`config.mk`:
```
export PLATFORM = sky130hd
export DESIGN_NAME = fht_but_ctrl_flat
export DESIGN_NICKNAME = d
export VERILOG_FILES = /design/src/rtl/fht_pkg.sv /design/src/rtl/fht_but_ctrl_if.sv /design/src/rtl/fht_wr_dly.sv /design/src/rtl/fht_but_ctrl.sv /design/src/flat_wrapper.sv
export SDC_FILE = /design/constraint.sdc
export NUM_CORES = 1
export LEC_CHECK = 0
export CORE_MARGIN = 1.5
export CORE_UTILIZATION = 55
export CTS_BUF_LIST = sky130_fd_sc_hd__clkbuf_8
export DETAILED_ROUTE_END_ITERATION = 10
export PLACE_DENSITY_LB_ADDON = 0.1
export SLEW_MARGIN = 20
export SYNTH_ARGS = -nofsm -noshare
export SYNTH_HDL_FRONTEND = slang
export SYNTH_SLANG_ARGS = --single-unit
```
`constraint.sdc`:
```
create_clock -name iCLK -period 9.2 [get_ports iCLK]
set_input_delay 1.84 -clock iCLK [delete_from_list [all_inputs] [get_ports iCLK]]
set_output_delay 1.84 -clock iCLK [all_outputs]
set_load 0.05 [all_outputs]
```
`src/rtl/fht_pkg.sv`:
```
// Shared definitions for the FHT butterfly controller: FSM state encoding,
// default geometry, derived-width helpers and the address bit-reverse helper.
package fht_pkg;

  localparam int unsigned LOG2N_DEF   = 10;
  localparam int unsigned RD_LAT_DEF  = 1;
  localparam int unsigned BUT_LAT_DEF = 2;
  localparam int unsigned WD_DEF      = RD_LAT_DEF + BUT_LAT_DEF;

  typedef enum logic [1:0] {
    IDLE  = 2'd0,
    RUN   = 2'd1,
    DRAIN = 2'd2,
    DONE  = 2'd3
  } fht_state_e;

  // Width of the stage counter; at least one bit even for tiny transforms.
  function automatic int unsigned stage_w(input int unsigned log2n);
    return (log2n > 32'd2) ? $clog2(log2n) : 32'd1;
  endfunction

  // Write-back delay: memory read latency plus butterfly latency.
  function automatic int unsigned wd_calc(input int unsigned rd_lat, input int unsigned but_lat);
    return rd_lat + but_lat;
  endfunction

  // Reverse the low n bits of v; result is right-aligned, upper bits zero.
  function automatic logic [31:0] bit_rev(input logic [31:0] v, input int n);
    logic [31:0] r;
    logic [31:0] t;
    r = 32'd0;
    t = v;
    for (int i = 0; i < 32; i++) begin
      if (i < n) begin
        r = {r[30:0], t[0]};
        t = t >> 1'b1;
      end else begin
        r = r;
        t = t;
      end
    end
    return r;
  endfunction

endpackage

```
`src/rtl/fht_but_ctrl_if.sv`:
```
// Control/address bundle between the butterfly controller (master) and the
// surrounding top-level FSM, data RAM pair and twiddle ROM (slave side).
interface fht_but_ctrl_if
  import fht_pkg::*;
#(
  parameter int unsigned LOG2N = LOG2N_DEF
);
  localparam int unsigned SW = stage_w(LOG2N);

  logic             iSTART;
  logic             oBUSY;
  logic             oDONE;
  logic [SW-1:0]    oSTAGE;
  logic             oBANK;
  logic             oRD_VAL;
  logic [LOG2N-1:0] oRD_ADDR0;
  logic [LOG2N-1:0] oRD_ADDR1;
  logic [LOG2N-1:0] oRD_ADDR2;
  logic [LOG2N-2:0] oTW_ADDR;
  logic             oWR_EN;
  logic [LOG2N-1:0] oWR_ADDR0;
  logic [LOG2N-1:0] oWR_ADDR1;

  modport master (
    input  iSTART,
    output oBUSY, oDONE, oSTAGE, oBANK, oRD_VAL,
    output oRD_ADDR0, oRD_ADDR1, oRD_ADDR2, oTW_ADDR,
    output oWR_EN, oWR_ADDR0, oWR_ADDR1
  );

  modport slave (
    output iSTART,
    input  oBUSY, oDONE, oSTAGE, oBANK, oRD_VAL,
    input  oRD_ADDR0, oRD_ADDR1, oRD_ADDR2, oTW_ADDR,
    input  oWR_EN, oWR_ADDR0, oWR_ADDR1
  );

endinterface

```
`src/rtl/fht_wr_dly.sv`:
```
// Fixed-depth valid+payload delay line with asynchronous clear. Used to align
// write-back addresses with butterfly results; equally usable for twiddles.
module fht_wr_dly #(
  parameter int unsigned DEPTH = 3,
  parameter int unsigned W     = 8
) (
  input  logic         clk,
  input  logic         rst,
  input  logic         in_vld,
  input  logic [W-1:0] in_dat,
  output logic         out_vld,
  output logic [W-1:0] out_dat
);

  logic [DEPTH-1:0] vld_q, vld_d;
  logic [W-1:0]     dat_q [DEPTH];
  logic [W-1:0]     dat_d [DEPTH];

  // Shift every stage one position towards the output.
  always_comb begin
    vld_d = vld_q;
    dat_d = dat_q;
    vld_d[0] = in_vld;
    dat_d[0] = in_dat;
    for (int i = 1; i < int'(DEPTH); i++) begin
      vld_d[i] = vld_q[i-1];
      dat_d[i] = dat_q[i-1];
    end
  end

  // Delay-line registers; reset drops everything in flight.
  always_ff @(posedge clk or posedge rst) begin
    if (rst) begin
      vld_q <= '0;
      for (int i = 0; i < int'(DEPTH); i++) begin
        dat_q[i] <= '0;
      end
    end else begin
      vld_q <= vld_d;
      dat_q <= dat_d;
    end
  end

  assign out_vld = vld_q[DEPTH-1];
  assign out_dat = dat_q[DEPTH-1];

endmodule

```
`src/rtl/fht_but_ctrl.sv`:
```
// Operand sequencer and write-back controller for the radix-2 FHT butterfly.
// Walks LOG2N stages of N/2 butterflies over ping-pong banks, then drains the
// pipeline each stage. Optional macro FHT_BITREV_EN bit-reverses the stage-0
// read addresses so natural-order input yields natural-order output.
module fht_but_ctrl
  import fht_pkg::*;
#(
  parameter int unsigned LOG2N   = LOG2N_DEF,
  parameter int unsigned RD_LAT  = RD_LAT_DEF,
  parameter int unsigned BUT_LAT = BUT_LAT_DEF
) (
  input  logic           iCLK,
  input  logic           iRESET,
  fht_but_ctrl_if.master ctl
);

  localparam int unsigned WD = wd_calc(RD_LAT, BUT_LAT);
  localparam int unsigned SW = stage_w(LOG2N);
  localparam int unsigned JW = LOG2N - 1;
  localparam int unsigned DW = (WD > 32'd1) ? $clog2(WD) : 32'd1;
  localparam logic [SW-1:0] S_LAST = SW'(LOG2N - 1);
  localparam logic [JW-1:0] J_LAST = {JW{1'b1}};
  localparam logic [DW-1:0] D_LAST = DW'(WD - 1);

  fht_state_e    state_q, state_d;
  logic [SW-1:0] s_q, s_d;
  logic [JW-1:0] j_q, j_d;
  logic [DW-1:0] dc_q, dc_d;
  logic          bank_q, bank_d;

  logic             rd_val_s;
  logic [LOG2N-1:0] m_s, mask_s, j_ext_s, k_s, base_s;
  logic [LOG2N-1:0] x0_s, x1_s, x2_s;
  logic [LOG2N-1:0] rd0_s, rd1_s, rd2_s;
  logic [JW-1:0]    tw_s;
  logic [2*LOG2N-1:0] wr_din_s, wr_dout_s;
  logic             wr_vld_s;

  // State and counter registers.
  always_ff @(posedge iCLK or posedge iRESET) begin
    if (iRESET) begin
      state_q <= IDLE;
      s_q     <= '0;
      j_q     <= '0;
      dc_q    <= '0;
      bank_q  <= 1'b0;
    end else begin
      state_q <= state_d;
      s_q     <= s_d;
      j_q     <= j_d;
      dc_q    <= dc_d;
      bank_q  <= bank_d;
    end
  end

  // Next-state and counter sequencing.
  always_comb begin
    state_d = state_q;
    s_d     = s_q;
    j_d     = j_q;
    dc_d    = dc_q;
    bank_d  = bank_q;
    case (state_q)
      IDLE: begin
        if (ctl.iSTART) begin
          state_d = RUN;
          s_d     = '0;
          j_d     = '0;
          dc_d    = '0;
          bank_d  = 1'b0;
        end else begin
          state_d = IDLE;
        end
      end
      RUN: begin
        if (j_q == J_LAST) begin
          state_d = DRAIN;
          dc_d    = '0;
        end else begin
          j_d = j_q + JW'(1'b1);
        end
      end
      DRAIN: begin
        if (dc_q == D_LAST) begin
          if (s_q < S_LAST) begin
            state_d = RUN;
            s_d     = s_q + SW'(1'b1);
            bank_d  = ~bank_q;
            j_d     = '0;
          end else begin
            state_d = DONE;
          end
        end else begin
          dc_d = dc_q + DW'(1'b1);
        end
      end
      DONE: begin
        state_d = IDLE;
      end
      default: begin
        state_d = IDLE;
      end
    endcase
  end

  // Butterfly operand, twiddle and write-back addresses for (s, j).
  always_comb begin
    m_s     = LOG2N'(1'b1) << s_q;
    mask_s  = m_s - LOG2N'(1'b1);
    j_ext_s = LOG2N'(j_q);
    k_s     = j_ext_s & mask_s;
    base_s  = (j_ext_s & ~mask_s) << 1'b1;
    x0_s    = base_s + k_s;
    x1_s    = base_s + m_s + k_s;
    x2_s    = base_s + m_s + ((m_s - k_s) & mask_s);
    tw_s    = JW'(k_s << (SW'(JW) - s_q));
`ifdef FHT_BITREV_EN
    if (s_q == '0) begin
      rd0_s = LOG2N'(bit_rev(32'(x0_s), LOG2N));
      rd1_s = LOG2N'(bit_rev(32'(x1_s), LOG2N));
      rd2_s = LOG2N'(bit_rev(32'(x2_s), LOG2N));
    end else begin
      rd0_s = x0_s;
      rd1_s = x1_s;
      rd2_s = x2_s;
    end
`else
    rd0_s = x0_s;
    rd1_s = x1_s;
    rd2_s = x2_s;
`endif
  end

  assign rd_val_s = (state_q == RUN);
  assign wr_din_s = rd_val_s ? {x0_s, x1_s} : '0;

  fht_wr_dly #(
    .DEPTH (WD),
    .W     (2 * LOG2N)
  ) u_wr_dly (
    .clk     (iCLK),
    .rst     (iRESET),
    .in_vld  (rd_val_s),
    .in_dat  (wr_din_s),
    .out_vld (wr_vld_s),
    .out_dat (wr_dout_s)
  );

  // Output decode; read side is zeroed whenever no butterfly is issued.
  always_comb begin
    ctl.oBUSY     = (state_q != IDLE);
    ctl.oDONE     = (state_q == DONE);
    ctl.oSTAGE    = s_q;
    ctl.oBANK     = bank_q;
    ctl.oRD_VAL   = rd_val_s;
    ctl.oRD_ADDR0 = rd_val_s ? rd0_s : '0;
    ctl.oRD_ADDR1 = rd_val_s ? rd1_s : '0;
    ctl.oRD_ADDR2 = rd_val_s ? rd2_s : '0;
    ctl.oTW_ADDR  = rd_val_s ? tw_s  : '0;
    ctl.oWR_EN    = wr_vld_s;
    ctl.oWR_ADDR0 = wr_dout_s[2*LOG2N-1:LOG2N];
    ctl.oWR_ADDR1 = wr_dout_s[LOG2N-1:0];
  end

endmodule

```
`src/flat_wrapper.sv`:
```
// flat-port wrapper written by rule: the top's interface ports become plain ports
module fht_but_ctrl_flat import fht_pkg::*;
#(
  parameter int unsigned LOG2N   = LOG2N_DEF,
  parameter int unsigned RD_LAT  = RD_LAT_DEF,
  parameter int unsigned BUT_LAT = BUT_LAT_DEF
)
  (iCLK, iRESET, ctl_iSTART, ctl_oBUSY, ctl_oDONE, ctl_oSTAGE, ctl_oBANK, ctl_oRD_VAL, ctl_oRD_ADDR0, ctl_oRD_ADDR1, ctl_oRD_ADDR2, ctl_oTW_ADDR, ctl_oWR_EN, ctl_oWR_ADDR0, ctl_oWR_ADDR1);
  fht_but_ctrl_if #(.LOG2N(LOG2N)) ctl_i ();
  input  logic iCLK;
  input  logic iRESET;
  input wire logic [$bits(ctl_i.iSTART)-1:0] ctl_iSTART;
  output wire logic [$bits(ctl_i.oBUSY)-1:0] ctl_oBUSY;
  output wire logic [$bits(ctl_i.oDONE)-1:0] ctl_oDONE;
  output wire logic [$bits(ctl_i.oSTAGE)-1:0] ctl_oSTAGE;
  output wire logic [$bits(ctl_i.oBANK)-1:0] ctl_oBANK;
  output wire logic [$bits(ctl_i.oRD_VAL)-1:0] ctl_oRD_VAL;
  output wire logic [$bits(ctl_i.oRD_ADDR0)-1:0] ctl_oRD_ADDR0;
  output wire logic [$bits(ctl_i.oRD_ADDR1)-1:0] ctl_oRD_ADDR1;
  output wire logic [$bits(ctl_i.oRD_ADDR2)-1:0] ctl_oRD_ADDR2;
  output wire logic [$bits(ctl_i.oTW_ADDR)-1:0] ctl_oTW_ADDR;
  output wire logic [$bits(ctl_i.oWR_EN)-1:0] ctl_oWR_EN;
  output wire logic [$bits(ctl_i.oWR_ADDR0)-1:0] ctl_oWR_ADDR0;
  output wire logic [$bits(ctl_i.oWR_ADDR1)-1:0] ctl_oWR_ADDR1;
  assign ctl_i.iSTART = ctl_iSTART;
  assign ctl_oBUSY = ctl_i.oBUSY;
  assign ctl_oDONE = ctl_i.oDONE;
  assign ctl_oSTAGE = ctl_i.oSTAGE;
  assign ctl_oBANK = ctl_i.oBANK;
  assign ctl_oRD_VAL = ctl_i.oRD_VAL;
  assign ctl_oRD_ADDR0 = ctl_i.oRD_ADDR0;
  assign ctl_oRD_ADDR1 = ctl_i.oRD_ADDR1;
  assign ctl_oRD_ADDR2 = ctl_i.oRD_ADDR2;
  assign ctl_oTW_ADDR = ctl_i.oTW_ADDR;
  assign ctl_oWR_EN = ctl_i.oWR_EN;
  assign ctl_oWR_ADDR0 = ctl_i.oWR_ADDR0;
  assign ctl_oWR_ADDR1 = ctl_i.oWR_ADDR1;
  fht_but_ctrl #(.LOG2N(LOG2N), .RD_LAT(RD_LAT), .BUT_LAT(BUT_LAT)) u_core (.iCLK(iCLK), .iRESET(iRESET), .ctl(ctl_i));
endmodule
```
==> run summary <==
TritonCTS clock tree = done
Most frequent CP cell = ha_1
CP Class = flop to output port
Max Slew Vio Count = 0
Placed cells = 754
Post-synth ARST share = 100%
Share of post-route cells with drive strength above 1 = 6.12%
DP HPWL = 9.94 mm
Clock Sinks = 81
Drc violations = 0
Htree depth = 3
Worst skew pair latency = 0.38 ns
Max incr delay on CP = 0.87 ns
Fmax achieved = 0.120 GHz
Cell variety after synth = 63
Ports = 71
HP Class = flop to flop
Most frequent cell after synthesis = dfrtp_1
Setup crit start kind = flop
Hold Fails Final Rpt = 0
Tcrit/Tclk final = 90.2%
Detail Route Antenna Nets = 0
Chip width = 102 um
Routed WL = 12.9 mm
Filler cells = 820
Largest net degree at the start of global routing = 82
Status = finished, final reports clean
Vias/cell = 5.56
Post-CTS sizing = 0
Max_cap viols = 0
TNS Setup = 0 ns
Nets = 687
#FFs+latches synth = 81
Worst EP required = 7.36 ns
Dominant cells by area after synthesis = dfrtp_1 (37%), ha_1 (11%), nor2_1 (4.9%)
Synth top area share = 37.4%
Setup Viol. Count Final = 0
Initial Utilization = 56.2%
Commonest cells post-synth = dfrtp_1 (81), nor2_1 (70), ha_1 (49), nand2_1 (46), inv_1 (38)
Tot GR Track Use = 25.8%
Area leader, netlist = dfrtp_1
Reg-to-reg slack, setup = 4.37 ns
Initial antenna violation count = 0
Final cell count without fillers = 770
Worst-path clk slew = 0.10 ns
N_diodes = 0
Core area = 0.00964 mm^2
Placement row count = 36
Worst Skew = 0.0196 ns
Final Wtd Congestion = 0.933
Family with the most delay on the worst path = compound AO/OA/AOI/OAI gates
Root Driver = clkbuf_8
First-pass GRT wire length = 20.3 mm
Crit path cell chain = inv_1, ha_1, nand2_1, ha_1, xor2_1, nor2_1, ha_1, a21oi_1, o21bai_1, a21oi_1, o21bai_1, a21oi_1, xnor2_1, ha_1, nand2_1, o21ai_0, nor4_1, o21ai_0, o311a_1, mux2i_1, clkdlybuf4s50_1
Post-CTS setup buffers = 0
Pre-Repair DR Iteration Count = 5
Synth warn = 0
Critical path's slowest cell = clkdlybuf4s50_1
# port buffers = 70
Num CTS Buffers = 9
Longest Clk Path Bufs = 2
Rel. slew slack = 44.8%
CP Capture Type = output port
Crit path DAT = 6.46 ns
Top FF cell, synth = dfrtp_1
Die Ht = 102 um
Sequential cell area fraction in the yosys report = 37.4%
Routed len/inst = 16.8 um
Gr ovfl total = 0
Vias = 4,283
Tmin final = 8.30 ns
Cell count after synthesis = 590
Worst Setup Slack, final = 0.900 ns
Fin util = 64.8%
Post-CTS Hold Buffers = 0
First DRT Iteration DRCs = 232
Die area = 0.0104 mm^2
Worst slew pin tran = 0.827 ns
Cell Area, Synth = 0.00541 mm^2
Worst-path maximum fanout = 16
Buf/Inv on CP = 2
Post-synth EDFFs = 0
RSZ-0062 raised after global routing = false
Vias in the first global route = 4,044
Avg Synthesized Cell Area = 9.17 um^2
Area grow syn2layout = 15.4%
Dpl ws = 1.44 ns
## cell type report
cell class	instances	area, um^2	area share (%)
clock inverters	7	71.3	1.14
repair buffers	73	727	11.6
clock buffers	9	124	1.98
well taps	133	166	2.66
multi-input cells	427	2980	47.7
flip-flops and latches	81	2030	32.5
inverters	40	151	2.42
## layout by cell type, fill, tap and decap left out, drive strengths merged, types with 17 or more instances in the layout
cell type / instances
clkdlybuf4s50: 70
o21ai: 31
inv: 41
nor2: 70
dfrtp: 81
nand2: 46
ha: 49
nor3: 17
xnor2: 26
a21oi: 36
## metal layers
metal | track usage (%) | vias to the layer above | wire, um
li1 | - | 2081 | -
met1 | 33.9 | 2055 | 5840
met2 | 42.5 | 126 | 6140
met3 | 4.86 | 21 | 643
met4 | 9.27 | 0 | 282
met5 | 0 | - | 0
## per-stage QoR
stage               hold slack (ns)  cell area (um^2)
floorplan                     0.331              5420
global placement              0.332              6050
detailed placement            0.335              6050
CTS                           0.353              6240
global route                  0.359              6250
finish                        0.348              6250
## cell families (layout without fill, tap and decap cells)
logic type	after synthesis	count (layout)	synth area share, %
other cells	1	2	0.0693
mux	13	13	3.40
fa+ha+maj	54	54	12.8
xor+xnor	38	38	6.15
buf+inv	83	129	7.58
flops	81	81	37.4
compound gates	123	123	15.2
simple gates	197	197	17.4
## path summary, 6_finish.rpt
kind                                                startpoint                             endpoint  cells after the start
max in group asynchronous                               iRESET   u_core.u_wr_dly.dat_d[5]$_DFF_PP0_                      3
setup reg to reg              u_core.ctl.oSTAGE[1]$_DFFE_PP0P_  u_core.u_wr_dly.dat_d[28]$_DFF_PP0_                     16
min in group asynchronous                               iRESET   u_core.u_wr_dly.vld_q[2]$_DFF_PP0_                      3
hold reg to reg            u_core.u_wr_dly.dat_d[21]$_DFF_PP0_   u_core.u_wr_dly.dat_d[1]$_DFF_PP0_                      0
setup / recovery              u_core.ctl.oSTAGE[1]$_DFFE_PP0P_                     ctl_oRD_ADDR2[9]                     21
hold / removal             u_core.u_wr_dly.dat_d[21]$_DFF_PP0_   u_core.u_wr_dly.dat_d[1]$_DFF_PP0_                      0
## flip-flops by register name (all words and copies together), names as in the netlist
name	count
u_core.u_wr_dly.out_dat	20
u_core.u_wr_dly.dat_d	40
u_core.ctl.oSTAGE	4
u_core.ctl.oBANK	1
u_core.dc_q	2
u_core.state_q	2
u_core.u_wr_dly.vld_q	3
u_core.j_q	9
Power is not shown: default switching activity piles up to over one toggle a cycle in this logic, so the estimate is an artifact.
